`src/rtl/nco_phase_accumulator_if.sv`:
```
// Phase-word / phase-out bundle between the frequency stage, the NCO accumulator and the CORDIC mixer.
interface nco_phase_accumulator_if #(
    parameter int OUT_WIDTH = 20
);
    logic [31:0]          phase_word_in;
    logic                 enable;
    logic                 phase_reset;
    logic [OUT_WIDTH-1:0] phase_out;
    logic                 phase_valid;
    logic                 freq_changed;
    logic [31:0]          active_word;

    modport master (
        output phase_word_in, enable, phase_reset,
        input  phase_out, phase_valid, freq_changed, active_word
    );

    modport slave (
        input  phase_word_in, enable, phase_reset,
        output phase_out, phase_valid, freq_changed, active_word
    );
endinterface

```
`src/rtl/nco_phase_accumulator.sv`:
```
// NCO phase accumulator with a CDC-tearing stability filter on the incoming phase word.
// Optional output dither is enabled by defining NCO_PHASE_DITHER_EN.
module nco_phase_accumulator #(
    parameter int OUT_WIDTH    = 20,
    parameter int STABLE_COUNT = 2
) (
    input  logic                   clock,
    input  logic                   reset,
    nco_phase_accumulator_if.slave bus
);
    localparam int CW = 4;

    logic [31:0]          prev_word_q;
    logic [31:0]          active_word_q;
    logic [31:0]          acc_q;
    logic [CW-1:0]        stab_cnt_q;
    logic [CW-1:0]        stab_cnt_d;
    logic [OUT_WIDTH-1:0] phase_out_q;
    logic                 phase_valid_q;
    logic                 freq_changed_q;
    logic                 same_w;
    logic                 load_w;
    logic [31:0]          out_sum_w;

    assign same_w = (bus.phase_word_in == prev_word_q);
    // A word is trusted only after it has been seen unchanged for STABLE_COUNT+1 edges.
    assign load_w = same_w && (stab_cnt_q >= CW'(STABLE_COUNT - 1))
                    && (bus.phase_word_in != active_word_q);

    always_comb begin
        stab_cnt_d = '0;
        if (same_w) begin
            stab_cnt_d = (stab_cnt_q == CW'(STABLE_COUNT)) ? stab_cnt_q : stab_cnt_q + CW'(1);
        end
    end

`ifdef NCO_PHASE_DITHER_EN
    localparam int          DW    = ((32 - OUT_WIDTH) > 24) ? 24 : (32 - OUT_WIDTH);
    localparam logic [31:0] DMASK = 32'((64'd1 << DW) - 64'd1);

    logic [23:0] lfsr_q;
    logic [23:0] lfsr_d;
    logic [31:0] dither_w;

    assign lfsr_d    = {lfsr_q[22:0], lfsr_q[23] ^ lfsr_q[22] ^ lfsr_q[21] ^ lfsr_q[16]};
    assign dither_w  = {8'h00, lfsr_q} & DMASK;
    assign out_sum_w = acc_q + dither_w;

    always_ff @(posedge clock or posedge reset) begin
        if (reset) begin
            lfsr_q <= 24'h000001;
        end else if (bus.enable && !bus.phase_reset) begin
            lfsr_q <= lfsr_d;
        end
    end
`else
    assign out_sum_w = acc_q;
`endif

    always_ff @(posedge clock or posedge reset) begin
        if (reset) begin
            prev_word_q    <= '0;
            stab_cnt_q     <= '0;
            active_word_q  <= '0;
            freq_changed_q <= 1'b0;
            acc_q          <= '0;
            phase_out_q    <= '0;
            phase_valid_q  <= 1'b0;
        end else begin
            prev_word_q    <= bus.phase_word_in;
            stab_cnt_q     <= stab_cnt_d;
            freq_changed_q <= load_w;
            if (load_w) begin
                active_word_q <= bus.phase_word_in;
            end
            // The accumulator uses the pre-load word, so a load never tears an increment.
            if (bus.phase_reset) begin
                acc_q         <= '0;
                phase_out_q   <= '0;
                phase_valid_q <= bus.enable;
            end else if (bus.enable) begin
                phase_out_q   <= out_sum_w[31 -: OUT_WIDTH];
                acc_q         <= acc_q + active_word_q;
                phase_valid_q <= 1'b1;
            end else begin
                phase_valid_q <= 1'b0;
            end
        end
    end

    assign bus.phase_out    = phase_out_q;
    assign bus.phase_valid  = phase_valid_q;
    assign bus.freq_changed = freq_changed_q;
    assign bus.active_word  = active_word_q;
endmodule

```
`src/flat_wrapper.sv`:
```
// flat-port wrapper written by rule: the top's interface ports become plain ports
module nco_phase_accumulator_flat 
#(
    parameter int OUT_WIDTH    = 20,
    parameter int STABLE_COUNT = 2
)
  (clock, reset, bus_phase_word_in, bus_enable, bus_phase_reset, bus_phase_out, bus_phase_valid, bus_freq_changed, bus_active_word);
  nco_phase_accumulator_if #(.OUT_WIDTH(OUT_WIDTH)) bus_i ();
  input  logic clock;
  input  logic reset;
  input wire logic [$bits(bus_i.phase_word_in)-1:0] bus_phase_word_in;
  input wire logic [$bits(bus_i.enable)-1:0] bus_enable;
  input wire logic [$bits(bus_i.phase_reset)-1:0] bus_phase_reset;
  output wire logic [$bits(bus_i.phase_out)-1:0] bus_phase_out;
  output wire logic [$bits(bus_i.phase_valid)-1:0] bus_phase_valid;
  output wire logic [$bits(bus_i.freq_changed)-1:0] bus_freq_changed;
  output wire logic [$bits(bus_i.active_word)-1:0] bus_active_word;
  assign bus_i.phase_word_in = bus_phase_word_in;
  assign bus_i.enable = bus_enable;
  assign bus_i.phase_reset = bus_phase_reset;
  assign bus_phase_out = bus_i.phase_out;
  assign bus_phase_valid = bus_i.phase_valid;
  assign bus_freq_changed = bus_i.freq_changed;
  assign bus_active_word = bus_i.active_word;
  nco_phase_accumulator #(.OUT_WIDTH(OUT_WIDTH), .STABLE_COUNT(STABLE_COUNT)) u_core (.clock(clock), .reset(reset), .bus(bus_i));
endmodule
```
`config.mk`:
```
export PLATFORM = sky130hd
export DESIGN_NAME = nco_phase_accumulator_flat
export DESIGN_NICKNAME = d
export VERILOG_FILES = /design/src/rtl/nco_phase_accumulator_if.sv /design/src/rtl/nco_phase_accumulator.sv /design/src/flat_wrapper.sv
export SDC_FILE = /design/constraint.sdc
export NUM_CORES = 1
export LEC_CHECK = 0
export BUFFER_PORTS_ARGS = -buffer_cell sky130_fd_sc_hd__buf_4
export CAP_MARGIN = 0
export CELL_PAD_IN_SITES_DETAIL_PLACEMENT = 1
export CELL_PAD_IN_SITES_GLOBAL_PLACEMENT = 1
export CORE_ASPECT_RATIO = 1.4
export CORE_MARGIN = 1.5
export CORE_UTILIZATION = 45
export CTS_BUF_LIST = sky130_fd_sc_hd__clkbuf_16
export CTS_CLUSTER_DIAMETER = 200
export DETAILED_ROUTE_END_ITERATION = 16
export PLACE_DENSITY_LB_ADDON = 0.1
export SYNTH_ARGS = -nofsm -noshare
export SYNTH_HDL_FRONTEND = slang
export SYNTH_SLANG_ARGS = --single-unit
```
`constraint.sdc`:
```
create_clock -name clock -period 4.7 [get_ports clock]
set_clock_uncertainty 0.05 [all_clocks]
set_input_delay 0.235 -clock clock [delete_from_list [all_inputs] [get_ports clock]]
set_output_delay 0.235 -clock clock [all_outputs]
set_load 0.02 [all_outputs]
```
Word-level counts from Yosys, hierarchy flattened. Cells that the tools add are included.

RAM bits: 0. Latch bits: 0. Memories kept: 0. Bits of input ports: 36. Output and inout bits: 54. Register bits after elaboration: 122. ROM bits: 0.

$mul: 0. Add/subtract/negate cells: 2. Div/mod/pow operators: 0. Shift operators: 0. Muxes and demuxes: 8. Magnitude comparators: 1. Reduce and logical (&&, ||, !) cells: 3. Equal/unequal tests: 4. Bitwise operators: 0.

Operators with widths (count): 32-bit two-way mux (2); 20-bit two-way mux (2); 32-bit adder (1); 32-bit == test (1); 32-bit != test (1); 4-bit two-way mux (2); 4-bit by 1-bit adder with 4-bit output, second input constant (1); 4-bit by 2-bit == test with 1-bit output, second input constant (1); 4-bit by 1-bit >= comparator with 1-bit output, second input constant (1); 1-bit logical AND (2); 1-bit two-way mux (2); 2-bit != test, second input constant (1); 2-bit nonzero test (1).

Logic depth before layout (Yosys ltp).
Depth after elaboration: 3. Depth in mapped cells: 12. Gate-level depth less buffers: 12.

Least setup slack after synthesis. OpenSTA, ideal clock, no wires.

Path type: register to register. Start: register u_core.active_word_q[0], in the netlist u_core.bus.active_word[0]. End: register u_core.acc_q[28]. Buffers on the path: 0. Clock period less this slack: 2700 ps. Cell stages (with the launch flop): 13. Arrival: 2529 ps. Slack: 2000 ps. Cell sequence: dfrtp_1 ha_1 inv_1 fa_1 nor2b_1 o31ai_1 a21oi_1 a21boi_2 o21ai_1 a221oi_2 o21ai_1 xnor2_1 a22o_1.

Word-level cells in the longest chain between the ends: 3.

RTL lines: start, declared (RTL line nco_phase_accumulator.sv:14) `logic [31:0] active_word_q;`; start signal, assigned (RTL line nco_phase_accumulator.sv:74) `active_word_q <= bus.phase_word_in;`; 32-bit adder (RTL line nco_phase_accumulator.sv:83) `acc_q <= acc_q + active_word_q;`; 32-bit two-way mux (RTL line nco_phase_accumulator.sv:81) `end else if (bus.enable) begin`; 32-bit two-way mux (RTL line nco_phase_accumulator.sv:77) `if (bus.phase_reset) begin`; end signal, assigned (RTL line nco_phase_accumulator.sv:83); end, declared (RTL line nco_phase_accumulator.sv:15) `logic [31:0] acc_q;`.

No other way between the ends. The select of a mux whose other input is x is not followed. A chain may end at the register's enable or synchronous reset.

Final worst setup path.
Start: input bus_phase_word_in[2]. End: register u_core.active_word_q[9], in the netlist u_core.bus.active_word[9].

Word-level cells in the longest chain between the ends: 3.

RTL lines: start, declared (RTL line flat_wrapper.sv:11) `input wire logic [$bits(bus_i.phase_word_in)-1:0] bus_phase_word_in;`; 32-bit == test (RTL line nco_phase_accumulator.sv:25) `assign same_w = (bus.phase_word_in == prev_word_q);`; 1-bit logical AND (RTL line nco_phase_accumulator.sv:27) `assign load_w = same_w && (stab_cnt_q >= CW'(STABLE_COUNT - 1))`; 1-bit logical AND (*) (RTL line nco_phase_accumulator.sv:28) `&& (bus.phase_word_in != active_word_q);`.

Mark *: on every way between the ends. The rest lies on a longest branch, timed or not.

==> metrics.md <==
| Metric | Value |
|---|---|
| Hpwl dp | roughly 14 mm |
| Hold Vio Cnt, Final | 0 |
| Fin util | roughly three fifths |
| Post-synthesis sequential element count | roughly 120 |
| Clk buf depth | 2 |
| EDFF count, synth | 0 |
| Post-Syn Instances | approximately 670 |
| First-pass GRT wire length | 32.6 mm |
| Crit start category | input pin |
| Ys async rst share | 100% |
| Total Neg Setup Slack | 0 ns |
| Post-Syn Nets | ~740 |
| Most common cell after layout, fill and taps aside | dfrtp_1 |
| # nets final | between 800 and 900 |
| Area growth syn-to-layout | 26.1% |
| Initial Util | a little under half |
| Initial antenna violation count | 0 |
| Crit path time final | 3.35 ns |
| Slew @ Worst Pin | 0.985 ns |
| Largest net degree at the start of global routing | between 70 and 80 |
| Rel. slew slack | between 30 and 40% |
| Pwr dens | 305 mW/mm^2 |
| Avg Vias per Cell | ~5.5 |
| Detail Route Antenna Nets | 0 |
| Via count | 5474 |
| Register area | approximately 0.003 mm^2 |
| Share of layout cells above drive strength 1 | between 10% and 20% |
| Total I/O pin count | 90 |
| Remaining DRCs | 0 |
| Synthesized area | 0.00669 mm^2 |
| Distinct cell type count after synthesis | 55 |
| Fin crit share | a little under three quarters |
| Slew Limit Fails | 0 |
| Max Clk Rate | 299 MHz |
| Number of buffers created by CTS | 17 |
| Die area | around 0.016 mm^2 |
| Total power draw | roughly 0.0026 W |
| CP endpoint kind | register |
| Routability cong. | ~0.88 |
| Setup Buffers After CTS | 0 |
| Status | completed |
| Sequential element share of the synthesized area | between 40% and 50% |
| Design Area, Final | around 0.0084 mm^2 |
| HP Class | input pin to async pin |
| # rows | 52 |
| Total GRT Usage | a little over a quarter |
| Clk root buf | clkbuf_16 |
| DR WL/cell | around 20 um |
| Clock-pin slew on the worst setup and hold paths | roughly 0.05 ns |
| CP Class | input pin to register |
| GRT overflow | 0 |
| Max cap viols | 0 |
| Final setup viols | 0 |
| ANT cells | 0 |
| Die H | between 100 and 150 um |
| Ys Warns | 0 |
| Unrepaired setup endpoints after global routing | false |
| Leakage | roughly 4.2 nW |
| Fillers | ~1600 |
| Worst skew pair latency | 0.41 ns |
| Commonest cells after routing, fill and taps aside | dfrtp_1 (122), nand2_1 (112), buf_4 (92), nor2_1 (68), xnor2_1 (51) |
| H-tree Lvls | 4 |
| WL final | ~20 mm |
| DRT Pass-1 Iters | 4 |
| CP Max Fanout | 22 |
| Clk sink count | ~120 |
| IO Port Bufs | 89 |
| Chip width | ~110 um |
| Vias in the first global route | 5927 |
| Area of the multi-input gates | between 0.003 and 0.004 mm^2 |
| Mean Syn Cell Area | 9.96 um^2 |
| WP data arrival | 3.59 ns |
| Required @ worst endpoint | between 4 and 5 ns |
| Core Box Area | between 0.01 and 0.015 mm^2 |
| Synth Flop Type | dfrtp_1 |
| Dpl cell area | 0.00752 mm^2 |
| CTS tree | done |
| Maximum vdd ir drop | roughly 0.00025 V |
| Starting DRT DRC Count | 251 |
## synthesized netlist by cell type, types with 5 or more instances
cell / count / area share [%]
xnor2_1: 51 / 6.7
xor2_1: 40 / 5.2
a21o_1: 15 / 1.7
a21oi_1: 23 / 1.7
nand4_1: 13 / 1.2
nor2b_1: 9 / 0.84
nand2_1: 112 / 6.3
clkbuf_1: 16 / 0.90
nand3_1: 7 / 0.52
dfrtp_1: 122 / 46
inv_1: 14 / 0.79
a31oi_1: 6 / 0.56
nor4_1: 10 / 0.94
nor2_1: 68 / 3.8
mux2i_1: 43 / 6.4
buf_1: 6 / 0.34
a211oi_1: 5 / 0.56
o21ai_1: 14 / 1.0
o21ai_0: 5 / 0.37
ha_1: 35 / 6.6
## metal layers
layer	GRT usage [%]	up-vias	routed length (um)
met3	3.99	28	613
met1	32.3	2789	8120
met4	8.58	0	428
met2	50.6	116	10900
li1	-	2541	-
met5	0	-	0
## final cells by class
cell class / instances / area share, %
multi-input combinational: 511 / 41.4
sequential: 122 / 36.2
timing repair buffer: 124 / 12.0
clock buffer: 17 / 5.05
tap: 189 / 2.81
clock inverter: 15 / 1.89
inverter: 14 / 0.653
## state kept, by name (all words and copies together), names as in the netlist
register                 count
u_core.bus.phase_valid       1
u_core.acc_q                32
u_core.stab_cnt_q            4
u_core.bus.active_word      32
u_core.bus.phase_out        20
u_core.prev_word_q          32
u_core.bus.freq_changed      1
## report_power, final
part	total, W	internal, W	switching [W]	leakage (nW)
clock	0.00131	0.000823	0.000491	0.278
combinational	0.000182	0.0000799	0.000102	2.34
sequential	0.00108	0.00107	0.00000980	1.62
## path summary, 6_finish.rpt
kind	start	endpoint	slack [ns]	cells after the start
worst max-delay path	bus_phase_word_in[2]	u_core.bus.active_word[9]	1.35	10
worst min-delay path	reset	u_core.bus.phase_valid	0.005	2
worst max register to register	u_core.prev_word_q[2]	u_core.bus.active_word[9]	1.48	8
worst min register to register	u_core.bus.phase_out[13]	u_core.bus.phase_out[13]	0.47	2
max in group asynchronous	reset	u_core.bus.active_word[9]	3.40	3
min in group clock	bus_phase_reset	u_core.acc_q[31]	0.26	2
## critical path: stages
cell           delay, ns
dlygate4sd3_1       0.55
buf_4               0.16
xnor2_1             0.23
nand4_1             0.22
nor4_1              0.55
nand2_1             0.30
or3_1               0.84
buf_4               0.36
nand2_1             0.07
nand2_1             0.06
## per-stage QoR
step | cells | setup WS (ns) | hold slack, ns
after CTS | 992 | 1.57 | 0.0438
after global routing | 992 | 1.29 | 0.0792
after global placement | 928 | 1.67 | 0.334
final | 992 | 1.35 | 0.00521
after floorplan | 671 | 1.17 | 0.216
after detailed placement | 928 | 1.63 | 0.338
## cells by family (layout without fill, tap and decap cells)
logic type / Yosys count / after routing / share of synthesized area [%]
AOI/OAI and AO/OA: 101 / 101 / 10.9
xor gates and xnor gates: 91 / 91 / 11.9
adders and majority gates: 36 / 36 / 6.85
buffers and inverters: 38 / 170 / 2.26
DFF: 122 / 122 / 45.7
muxes: 44 / 44 / 6.61
and+or+nand+nor: 239 / 239 / 15.8
## timing repair
item | CTS | global route
setup endpoints to repair | 0 | 0
gates resized for setup | 0 | 0
endpoints found under the hold margin | 32 | 0
hold buffers | 32 | 0
Note: power is estimated with default switching activity, not from simulation.
